[config.mk]
export PLATFORM = sky130hd
export DESIGN_NAME = mux_real_pipe
export DESIGN_NICKNAME = d
export VERILOG_FILES = /design/src/rtl/mux_real_pkg.sv /design/src/rtl/mux_real_pipe_align_sat.sv /design/src/rtl/mux_real_pipe.sv
export SDC_FILE = /design/constraint.sdc
export NUM_CORES = 1
export LEC_CHECK = 0
export ABC_CLOCK_PERIOD_IN_PS = 2000
export CAP_MARGIN = 40
export CELL_PAD_IN_SITES_DETAIL_PLACEMENT = 0
export CELL_PAD_IN_SITES_GLOBAL_PLACEMENT = 1
export CORE_MARGIN = 5
export CORE_UTILIZATION = 51
export CTS_BUF_LIST = sky130_fd_sc_hd__clkbuf_8
export CTS_CLUSTER_DIAMETER = 150
export DETAILED_ROUTE_END_ITERATION = 10
export DONT_BUFFER_PORTS = 1
export GPL_TIMING_DRIVEN = 0
export PLACE_DENSITY_LB_ADDON = 0.1
export SETUP_SLACK_MARGIN = 0.2
export SKIP_LAST_GASP = 1
export SYNTH_ARGS = -nofsm -noshare
export SYNTH_HDL_FRONTEND = slang
export SYNTH_SLANG_ARGS = --single-unit
[constraint.sdc]
create_clock -name clk -period 2 [get_ports clk]
set_input_delay 0.2 -clock clk [delete_from_list [all_inputs] [get_ports clk]]
set_output_delay 0.2 -clock clk [all_outputs]
set_load 0.02 [all_outputs]
[src/rtl/mux_real_pkg.sv]
`default_nettype none
// ============================================================================
//  Module      : mux_real_pkg
//  Description : Shared helpers for fixed-point real-format blocks: exponent
//                alignment shift, intermediate width and saturation limits.
//  Revision    : 1.0  initial release
// ============================================================================
package mux_real_pkg;

    // Upper and lower clamp values for a signed output of a given width
    typedef struct packed {
        logic signed [63:0] hi;
        logic signed [63:0] lo;
    } sat_limits_t;

    function automatic int max0(input int d);
        return (d > 0) ? d : 0;
    endfunction

    // Width needed to hold the aligned value without losing any bits
    function automatic int inter_width(input int w_in, input int d);
        return w_in + max0(d);
    endfunction

    // Positive d scales up; negative d is an arithmetic shift (floor toward -inf)
    function automatic longint align_shift(input longint v, input int d);
        if (d >= 0)
            return v <<< d;
        else
            return v >>> (-d);
    endfunction

    function automatic sat_limits_t sat_limits(input int w);
        sat_limits_t r;
        r.hi = (longint'(1) <<< (w - 1)) - longint'(1);
        r.lo = -(longint'(1) <<< (w - 1));
        return r;
    endfunction

endpackage
`default_nettype wire

[src/rtl/mux_real_pipe_align_sat.sv]
`default_nettype none
// ============================================================================
//  Module      : align_sat_real
//  Description : Combinational re-format of a signed fixed-point value from
//                exponent EXP_IN to EXP_OUT with overflow detection and
//                optional clamping. Intermediate values are carried in 64 bits,
//                so WIDTH_IN + max(EXP_IN-EXP_OUT,0) must not exceed 64.
//  Revision    : 1.0  initial release
// ============================================================================
module align_sat_real
    import mux_real_pkg::*;
#(
    parameter int WIDTH_IN  = 16,
    parameter int EXP_IN    = -8,
    parameter int WIDTH_OUT = 16,
    parameter int EXP_OUT   = -10,
    parameter int SATURATE  = 1
) (
    input  logic [WIDTH_IN-1:0]  i_raw,
    output logic [WIDTH_OUT-1:0] o_val,
    output logic                 o_ovf
);

    localparam int                 c_D     = EXP_IN - EXP_OUT;
    localparam int                 c_W_INT = inter_width(WIDTH_IN, c_D);
    localparam sat_limits_t        c_LIM   = sat_limits(WIDTH_OUT);
    localparam logic signed [63:0] c_HI    = c_LIM.hi;
    localparam logic signed [63:0] c_LO    = c_LIM.lo;

    logic signed [63:0]        w_ext;
    logic signed [c_W_INT-1:0] w_int;
    logic signed [63:0]        w_wide;
    logic                      w_ovf;

    assign w_ext  = {{(64-WIDTH_IN){i_raw[WIDTH_IN-1]}}, i_raw};
    // Intermediate result kept at full precision before the range check
    assign w_int  = c_W_INT'(align_shift(w_ext, c_D));
    assign w_wide = 64'(w_int);
    assign w_ovf  = (w_wide > c_HI) || (w_wide < c_LO);

    // Clamp toward the overflowing side, or keep the low bits (wrap)
    always_comb begin
        o_val = w_wide[WIDTH_OUT-1:0];
        if ((SATURATE != 0) && w_ovf)
            o_val = w_wide[63] ? c_LO[WIDTH_OUT-1:0] : c_HI[WIDTH_OUT-1:0];
    end

    assign o_ovf = w_ovf;

endmodule
`default_nettype wire

[src/rtl/mux_real_pipe.sv]
`default_nettype none
// ============================================================================
//  Module      : mux_real_pipe
//  Description : N-channel fixed-point selector with format alignment and
//                optional saturation behind a two-stage valid/ready pipeline.
//  Revision    : 1.0  initial release
// ============================================================================
module mux_real_pipe
    import mux_real_pkg::*;
#(
    parameter int N         = 4,
    parameter int WIDTH_IN  = 16,
    parameter int EXP_IN    = -8,
    parameter int WIDTH_OUT = 16,
    parameter int EXP_OUT   = -10,
    parameter int SATURATE  = 1
) (
    input  logic                    clk,
    input  logic                    rst,
    input  logic                    i_cke,
    input  logic [N*WIDTH_IN-1:0]   i_in_data,
    input  logic [$clog2(N)-1:0]    i_sel,
    input  logic                    i_in_valid,
    output logic                    o_in_ready,
    output logic [WIDTH_OUT-1:0]    o_out,
    output logic                    o_out_valid,
    input  logic                    i_out_ready,
    output logic                    o_sat,
    output logic                    o_sel_err
);

    logic                 r_s1_valid;
    logic [WIDTH_IN-1:0]  r_s1_raw;
    logic                 r_s1_bad;
    logic [WIDTH_OUT-1:0] r_out;
    logic                 r_out_valid;
    logic                 r_sat;
    logic                 r_sel_err;

    logic                 w_s2_ready;
    logic                 w_s1_ready;
    logic                 w_accept;
    logic [WIDTH_IN-1:0]  w_raw;
    logic                 w_sel_bad;
    logic [WIDTH_OUT-1:0] w_aligned;
    logic                 w_ovf;

    // A stage may load when empty or when its contents move on this cycle
    assign w_s2_ready = !r_out_valid || i_out_ready;
    assign w_s1_ready = !r_s1_valid || w_s2_ready;
    assign o_in_ready = i_cke && w_s1_ready;
    assign w_accept   = i_in_valid && o_in_ready;

    // Channel select; indices past the last channel flag an error and read 0
    always_comb begin
        w_raw     = '0;
        w_sel_bad = 1'b1;
        for (int k = 0; k < N; k++) begin
            if (int'(i_sel) == k) begin
                w_raw     = i_in_data[k*WIDTH_IN +: WIDTH_IN];
                w_sel_bad = 1'b0;
            end
        end
    end

    // Stage 1: capture the selected raw channel on accept
    always_ff @(posedge clk or posedge rst) begin
        if (rst) begin
            r_s1_valid <= 1'b0;
            r_s1_raw   <= '0;
            r_s1_bad   <= 1'b0;
        end else if (i_cke && w_s1_ready) begin
            r_s1_valid <= i_in_valid;
            if (i_in_valid) begin
                r_s1_raw <= w_raw;
                r_s1_bad <= w_sel_bad;
            end
        end
    end

    align_sat_real #(
        .WIDTH_IN  (WIDTH_IN),
        .EXP_IN    (EXP_IN),
        .WIDTH_OUT (WIDTH_OUT),
        .EXP_OUT   (EXP_OUT),
        .SATURATE  (SATURATE)
    ) u_align (
        .i_raw (r_s1_raw),
        .o_val (w_aligned),
        .o_ovf (w_ovf)
    );

    // Stage 2: register the aligned result; out/sat hold when nothing advances
    always_ff @(posedge clk or posedge rst) begin
        if (rst) begin
            r_out_valid <= 1'b0;
            r_out       <= '0;
            r_sat       <= 1'b0;
        end else if (i_cke && w_s2_ready) begin
            r_out_valid <= r_s1_valid;
            if (r_s1_valid) begin
                r_out <= r_s1_bad ? '0 : w_aligned;
                r_sat <= !r_s1_bad && (SATURATE != 0) && w_ovf;
            end
        end
    end

    // Sticky out-of-range select flag, cleared only by reset
    always_ff @(posedge clk or posedge rst) begin
        if (rst)
            r_sel_err <= 1'b0;
        else if (w_accept && w_sel_bad)
            r_sel_err <= 1'b1;
    end

    assign o_out       = r_out;
    assign o_out_valid = r_out_valid;
    assign o_sat       = r_sat;
    assign o_sel_err   = r_sel_err;

endmodule
`default_nettype wire
==> results.py, run 1 <==
metrics = {
    "cells_and_area": {
        "regArea_um2": 901,
        "nets": 208,
        "n_antenna_cell": 0,
        "fin_cells": 186,
        "utilization": 0.586,
        "design_area_um2": 2150,
        "multi_input_area_um2": 936,
        "drive_gt1_frac": 0.333,
        "fillers": 290,
        "syn2layout_area_growth_pct": 11.7,
    },
    "sta": {
        "setup_viol": 0,
        "hold_viol": 0,
        "fin_tns_setup_ps": 0,
        "finalClockSkew_ps": 2.30,
        "finalMaxSlewViolations": 0,
        "max_slew_margin": 0.536,
        "setup_slack_ps": 273,
        "rsz0062_at_grt": "false",
        "tightestPinTransition_ps": 695,
        "period_share": 0.863,
        "fin_crit_ps": 1730,
        "fmax_mhz": 579,
        "hold_slack_ps": 66.8,
    },
    "routing": {
        "avgRoutedWirePerCell_um": 20.3,
        "drt_iter0_markers": 57,
        "via_per_inst": 6.19,
        "final_antenna_net_count": 0,
        "drcViolationCount": 0,
        "via_count": 1152,
        "drtPass1Iterations": 4,
        "drt_wl_total_um": 3770,
    },
    "yosys": {
        "synthArstFlopShare": 1.00,
        "synth_cell_types": 26,
        "netlist_area_um2": 1920,
        "ys_ff_latch": 36,
        "ys_top_cells_by_count": "dfrtp_1 (36), a21oi_1 (15), o2bb2ai_1 (13)",
        "syn_avg_cell_area_um2": 15.0,
        "syn_inst": 128,
        "synth.most_common_cell": "dfrtp_1",
        "synthesis.nets": 199,
        "synthFlopType": "dfrtp_1",
        "yosysTopAreaCell": "dfrtp_1",
        "synth_edf_count": 0,
        "post_synth_main_area_contributors": "dfrtp_1 (47%), mux4_2 (12%), mux4_1 (8.2%)",
        "yosysSeqAreaShare": 0.469,
        "synth_top_area_frac": 0.469,
        "ys_warn_count": 0,
    },
    "critical_path": {
        "cp_cell_sequence": "and2b_1 -> a21oi_4 -> buf_6 -> mux2_4",
        "path_max_fanout": 10,
        "critPathCaptureType": "flip-flop",
        "worstPathArrival_ps": 1900,
        "critPathLaunch": "o_out_valid",
        "crit_type": "reg2reg",
        "rrSetupSlack_ps": 270,
        "crit_slowest_cell": "dfrtp_1",
        "startpoint_type": "flip-flop",
        "slowest_delay_ps": 480,
        "r2r-start": "o_out_valid",
        "ff2ff_path_depth": 4,
        "cp_data_required_time_ps": 2170,
    },
    "clock_tree": {
        "clock_sinks": 36,
        "clockBufferDepth": 2,
        "cts_resized": 0,
        "cts_buffers": 5,
        "cts-hold-fix-buffers": 1,
        "htree_levels": 2,
        "clkTransAtPathRegs_ps": 70,
        "post_cts_buffers": 0,
        "cts_root_buffer": "clkbuf_8",
        "worstSkewPairLatency_ps": 290,
        "cts_tree": "done",
    },
    "place": {
        "placed_cells": 177,
        "dp.final_hpwl_um": 3120,
        "placed_cell_area_um2": 2010,
        "gp_congestion": 0.700,
        "pre_cts_ws_ps": 280,
        "io_buffers": 0,
    },
    "hold_path": {
        "holdPathStages": 1,
        "min_from": "i_cke",
        "hold_class": "in2reg",
    },
    "floorplan": {
        "dieHeight_um": 71.4,
        "die_area_um2": 5100,
        "coreArea_um2": 3660,
        "initial_core_util": 0.525,
        "dieWidth_um": 71.4,
        "std_cell_rows": 22,
        "io_pins": 91,
    },
    "pwr": {
        "p_seq_frac": 0.516,
        "switchingPower_mw": 0.838,
        "cellPowerDensity_nw_per_um2": 1190,
        "p_int_mw": 1.72,
        "p_leak_nw": 0.897,
        "combPwrFrac": 0.217,
        "swShare": 0.327,
        "p_clk_frac": 0.267,
        "post-layout-total-power_mw": 2.56,
        "vdd_drop_max_v": 0.000417,
    },
    "grt": {
        "grt_use_total": 0.156,
        "grt_overflow": 0,
        "antenna_found_initial": 0,
        "grt_pass1_wl_um": 6180,
        "grt_pass1_vias": 1269,
        "grt_max_degree": 21,
    },
    "flow_run": {
        "max-cap-violations": 0,
    },
    "run_status": {
        "status": "finished, final reports clean",
    },
}
[routing by layer]
| metal | vias up | share of wire | global-route usage |
|---|---|---|---|
| li1 | 519 | - | - |
| met1 | 544 | 0.45 | 0.214 |
| met2 | 83 | 0.41 | 0.213 |
| met3 | 6 | 0.11 | 0.0631 |
| met4 | 0 | 0.018 | 0.0752 |
| met5 | - | 0 | 0 |
[power by group through the flow]
stage | Sequential [mW] | Combinational (mW) | Clock, mW
after detailed placement | 1.34 | 0.559 | 0
after CTS | 1.33 | 0.564 | 0.698
after global routing | 1.35 | 0.609 | 0.736
after global placement | 1.33 | 0.535 | 0
after floorplan | 1.26 | 0.487 | 0
final | 1.32 | 0.556 | 0.683
[placed cells by master, fill, tap and decap left out, types with 2 or more instances in the layout]
master	instances
clkbuf_8	7
mux2_2	9
mux4_2	10
o2bb2ai_1	13
a21oi_1	15
buf_6	2
mux2_4	10
nand2_1	3
inv_1	2
clkbuf_1	6
nor2b_1	2
mux4_1	6
dfrtp_1	36
[area by class of cell]
cell class | instances | share of cell area
clock inverters | 1 | 0.0140
clock buffers | 7 | 0.0449
multi-input cells | 79 | 0.436
plain buffers | 11 | 0.0362
well taps | 48 | 0.0280
inverters | 2 | 0.00350
flip-flops and latches | 36 | 0.420
repair buffers | 2 | 0.0175
[critical path, delay by kind of cell, from the launching register on]
| family | cells | cell delay, ps |
|---|---|---|
| buf+inv | 1 | 220 |
| mux | 1 | 310 |
| flops | 1 | 480 |
| simple gates | 1 | 260 |
| compound gates | 1 | 330 |
[final timing paths]
path | endpoint
max reg2reg | r_s1_raw[15]
min | o_out_valid
min reg2reg | r_s1_raw[3]
max | r_s1_raw[15]
min in group asynchronous | o_out[4]
max in group asynchronous | r_s1_raw[14]
[sequential cells by signal, summed over array words and instances, names as in the netlist]
signal	cells
r_s1_raw	16
r_s1_valid	1
o_out	15
o_sel_err	1
r_s1_bad	1
o_out_valid	1
o_sat	1
[cells by family after synthesis]
| family | share of synthesized area |
|---|---|
| AO/OA/AOI/OAI | 0.128 |
| AND/OR/NAND/NOR | 0.0286 |
| buffers and inverters | 0.0443 |
| multiplexers | 0.330 |
| flip-flops | 0.469 |
Power figures use the tool's default switching activity.
==> run 2, diff against run 1 <==
--- a/config.mk
+++ b/config.mk
@@ -5,7 +5,7 @@
 export SDC_FILE = /design/constraint.sdc
 export NUM_CORES = 1
 export LEC_CHECK = 0
-export ABC_CLOCK_PERIOD_IN_PS = 2000
+export ABC_CLOCK_PERIOD_IN_PS = 1900
 export CAP_MARGIN = 40
 export CELL_PAD_IN_SITES_DETAIL_PLACEMENT = 0
 export CELL_PAD_IN_SITES_GLOBAL_PLACEMENT = 1
==> constraint.sdc (replaced) <==
create_clock -name clk -period 1.9 [get_ports clk]
set_input_delay 0.19 -clock clk [delete_from_list [all_inputs] [get_ports clk]]
set_output_delay 0.19 -clock clk [all_outputs]
set_load 0.02 [all_outputs]
==> results.py, run 2 (synthesis gave the netlist of run 1 again) <==
metrics = {
    "cells_and_area": {
        "layout_commonest_cell": "dfrtp_1",
        "mostFrequentLayoutCells": "dfrtp_1 (36), a21oi_1 (14), o2bb2ai_1 (13)",
        "fin_cells": 187,
        "largest_reg_flops": 16,
        "syn2layout_area_growth_pct": 12.2,
        "nets": 209,
        "design_area_um2": 2160,
        "drive_gt1_frac": 0.345,
        "utilization": 0.589,
        "fillers": 290,
        "top_register": "r_s1_raw",
        "n_antenna_cell": 0,
    },
    "routing": {
        "wl_met2_um": 1560,
        "drt_iter0_markers": 57,
        "via_count": 1166,
        "drcViolationCount": 0,
        "avgRoutedWirePerCell_um": 20.2,
        "wl_met3_um": 468,
        "drtPass1Iterations": 4,
        "wl_met1_um": 1670,
        "final_antenna_net_count": 0,
        "drt_wl_total_um": 3770,
        "via_per_inst": 6.24,
        "routed.top_layer": "met4",
    },
    "floorplan": {
        "dieHeight_um": 71.4,
        "dieWidth_um": 71.4,
        "coreArea_um2": 3660,
        "die_area_um2": 5100,
        "std_cell_rows": 22,
        "initial_core_util": 0.525,
        "io_pins": 91,
    },
    "sta": {
        "period_share": 0.823,
        "finalClockSkew_ps": 2.28,
        "setup_slack_ps": 337,
        "fin_tns_setup_ps": 0,
        "fmax_mhz": 640,
        "max_slew_margin": 0.538,
        "rsz0062_at_grt": "false",
        "hold_viol": 0,
        "hold_slack_ps": 57.0,
        "finalMaxSlewViolations": 0,
        "setup_viol": 0,
        "fin_crit_ps": 1560,
        "tightestPinTransition_ps": 693,
    },
    "critical_path": {
        "cp_num_buf_inv": 1,
        "slowest_delay_ps": 480,
        "worstPathArrival_ps": 1740,
        "path_max_fanout": 7,
        "regToRegEndpoint": "r_s1_raw[8]",
        "ff2ff_path_depth": 4,
        "critPathCaptureType": "flip-flop",
        "crit_family": "flip-flops",
        "startpoint_type": "flip-flop",
        "cp_data_required_time_ps": 2070,
        "rrSetupSlack_ps": 340,
        "r2r-start": "o_out_valid",
        "cp_cell_sequence": "and2b_1 -> a21oi_4 -> buf_4 -> mux2_2",
        "crit_slowest_cell": "dfrtp_1",
        "crit_type": "reg2reg",
    },
    "pwr": {
        "p_seq_frac": 0.516,
        "p_leak_nw": 0.902,
        "swShare": 0.327,
        "p_clk_frac": 0.267,
        "combPwrFrac": 0.218,
        "post-layout-total-power_mw": 2.70,
        "p_int_mw": 1.81,
        "switchingPower_mw": 0.883,
        "cellPowerDensity_nw_per_um2": 1250,
        "vdd_drop_max_v": 0.000438,
    },
    "clock_tree": {
        "clkTransAtPathRegs_ps": 70,
        "cts_tree": "done",
        "htree_levels": 2,
        "clockBufferDepth": 2,
        "cts_buffers": 5,
        "cts_root_buffer": "clkbuf_8",
        "worstSkewPairLatency_ps": 290,
        "clock_sinks": 36,
    },
    "hold_path": {
        "holdPathStages": 1,
        "min_from": "i_cke",
        "hold_end": "o_out_valid",
        "hold_class": "in2reg",
    },
    "place": {
        "placed_cell_area_um2": 2010,
        "pre_cts_ws_ps": 180,
        "placed_cells": 177,
        "io_buffers": 0,
        "dp.final_hpwl_um": 3120,
        "gp_congestion": 0.700,
    },
    "grt": {
        "grt_pass1_wl_um": 6180,
        "grt_use_total": 0.156,
        "antenna_found_initial": 0,
        "grt_overflow": 0,
        "grt_max_degree": 21,
        "grt_pass1_vias": 1277,
    },
    "run_status": {
        "status": "finished, final reports clean",
    },
    "flow_run": {
        "max-cap-violations": 0,
    },
}
## run 2: changes by cell type in the layout (fill, tap and decap cells not counted)
| cell | before | now |
|---|---|---|
| a21oi_1 | 15 | 14 |
| a21oi_2 | 0 | 1 |
| buf_4 | 1 | 2 |
## run 2: what timing repair did
item,CTS,global route
pin swaps,1,0
hold endpoints to repair,16,0
setup endpoints to repair,9,1
hold buffers,1,0
buffers inserted,1,0
gates resized for setup,0,1
## run 2: cell type report
| cell class | count | area (um^2) | area share |
|---|---|---|---|
| Buffer | 11 | 77.6 | 0.0360 |
| Clock buffer | 7 | 96.3 | 0.0447 |
| Clock inverter | 1 | 30.0 | 0.0139 |
| Inverter | 2 | 7.51 | 0.00348 |
| Multi-Input combinational cell | 79 | 940 | 0.436 |
| Sequential cell | 36 | 901 | 0.418 |
| Tap cell | 48 | 60.1 | 0.0278 |
| Timing Repair Buffer | 3 | 45.0 | 0.0209 |
## run 2: power by group through the flow
stage	logic (mW)	clock network, mW	registers, mW
2_1_floorplan	0.512	0	1.33
6_report	0.587	0.719	1.39
3_3_place_gp	0.563	0	1.40
4_1_cts	0.595	0.735	1.40
5_1_grt	0.644	0.774	1.42
3_5_place_dp	0.589	0	1.41
## run 2: worst max-delay path by stage
stage           startpoint  depth (start not counted)            to
3_5_place_dp   o_out_valid                          4  r_s1_raw[15]
4_1_cts        o_out_valid                          2    o_in_ready
5_1_grt        o_out_valid                          4     o_out[10]
3_3_place_gp   o_out_valid                          4  r_s1_raw[12]
6_report       o_out_valid                          4   r_s1_raw[8]
2_1_floorplan  o_out_valid                          4   r_s1_raw[0]
## run 2: per-layer routing
| layer | vias to the layer above | GRT usage |
|---|---|---|
| met2 | 93 | 0.213 |
| met4 | 0 | 0.0752 |
| li1 | 520 | - |
| met3 | 6 | 0.0631 |
| met5 | - | 0 |
| met1 | 547 | 0.214 |
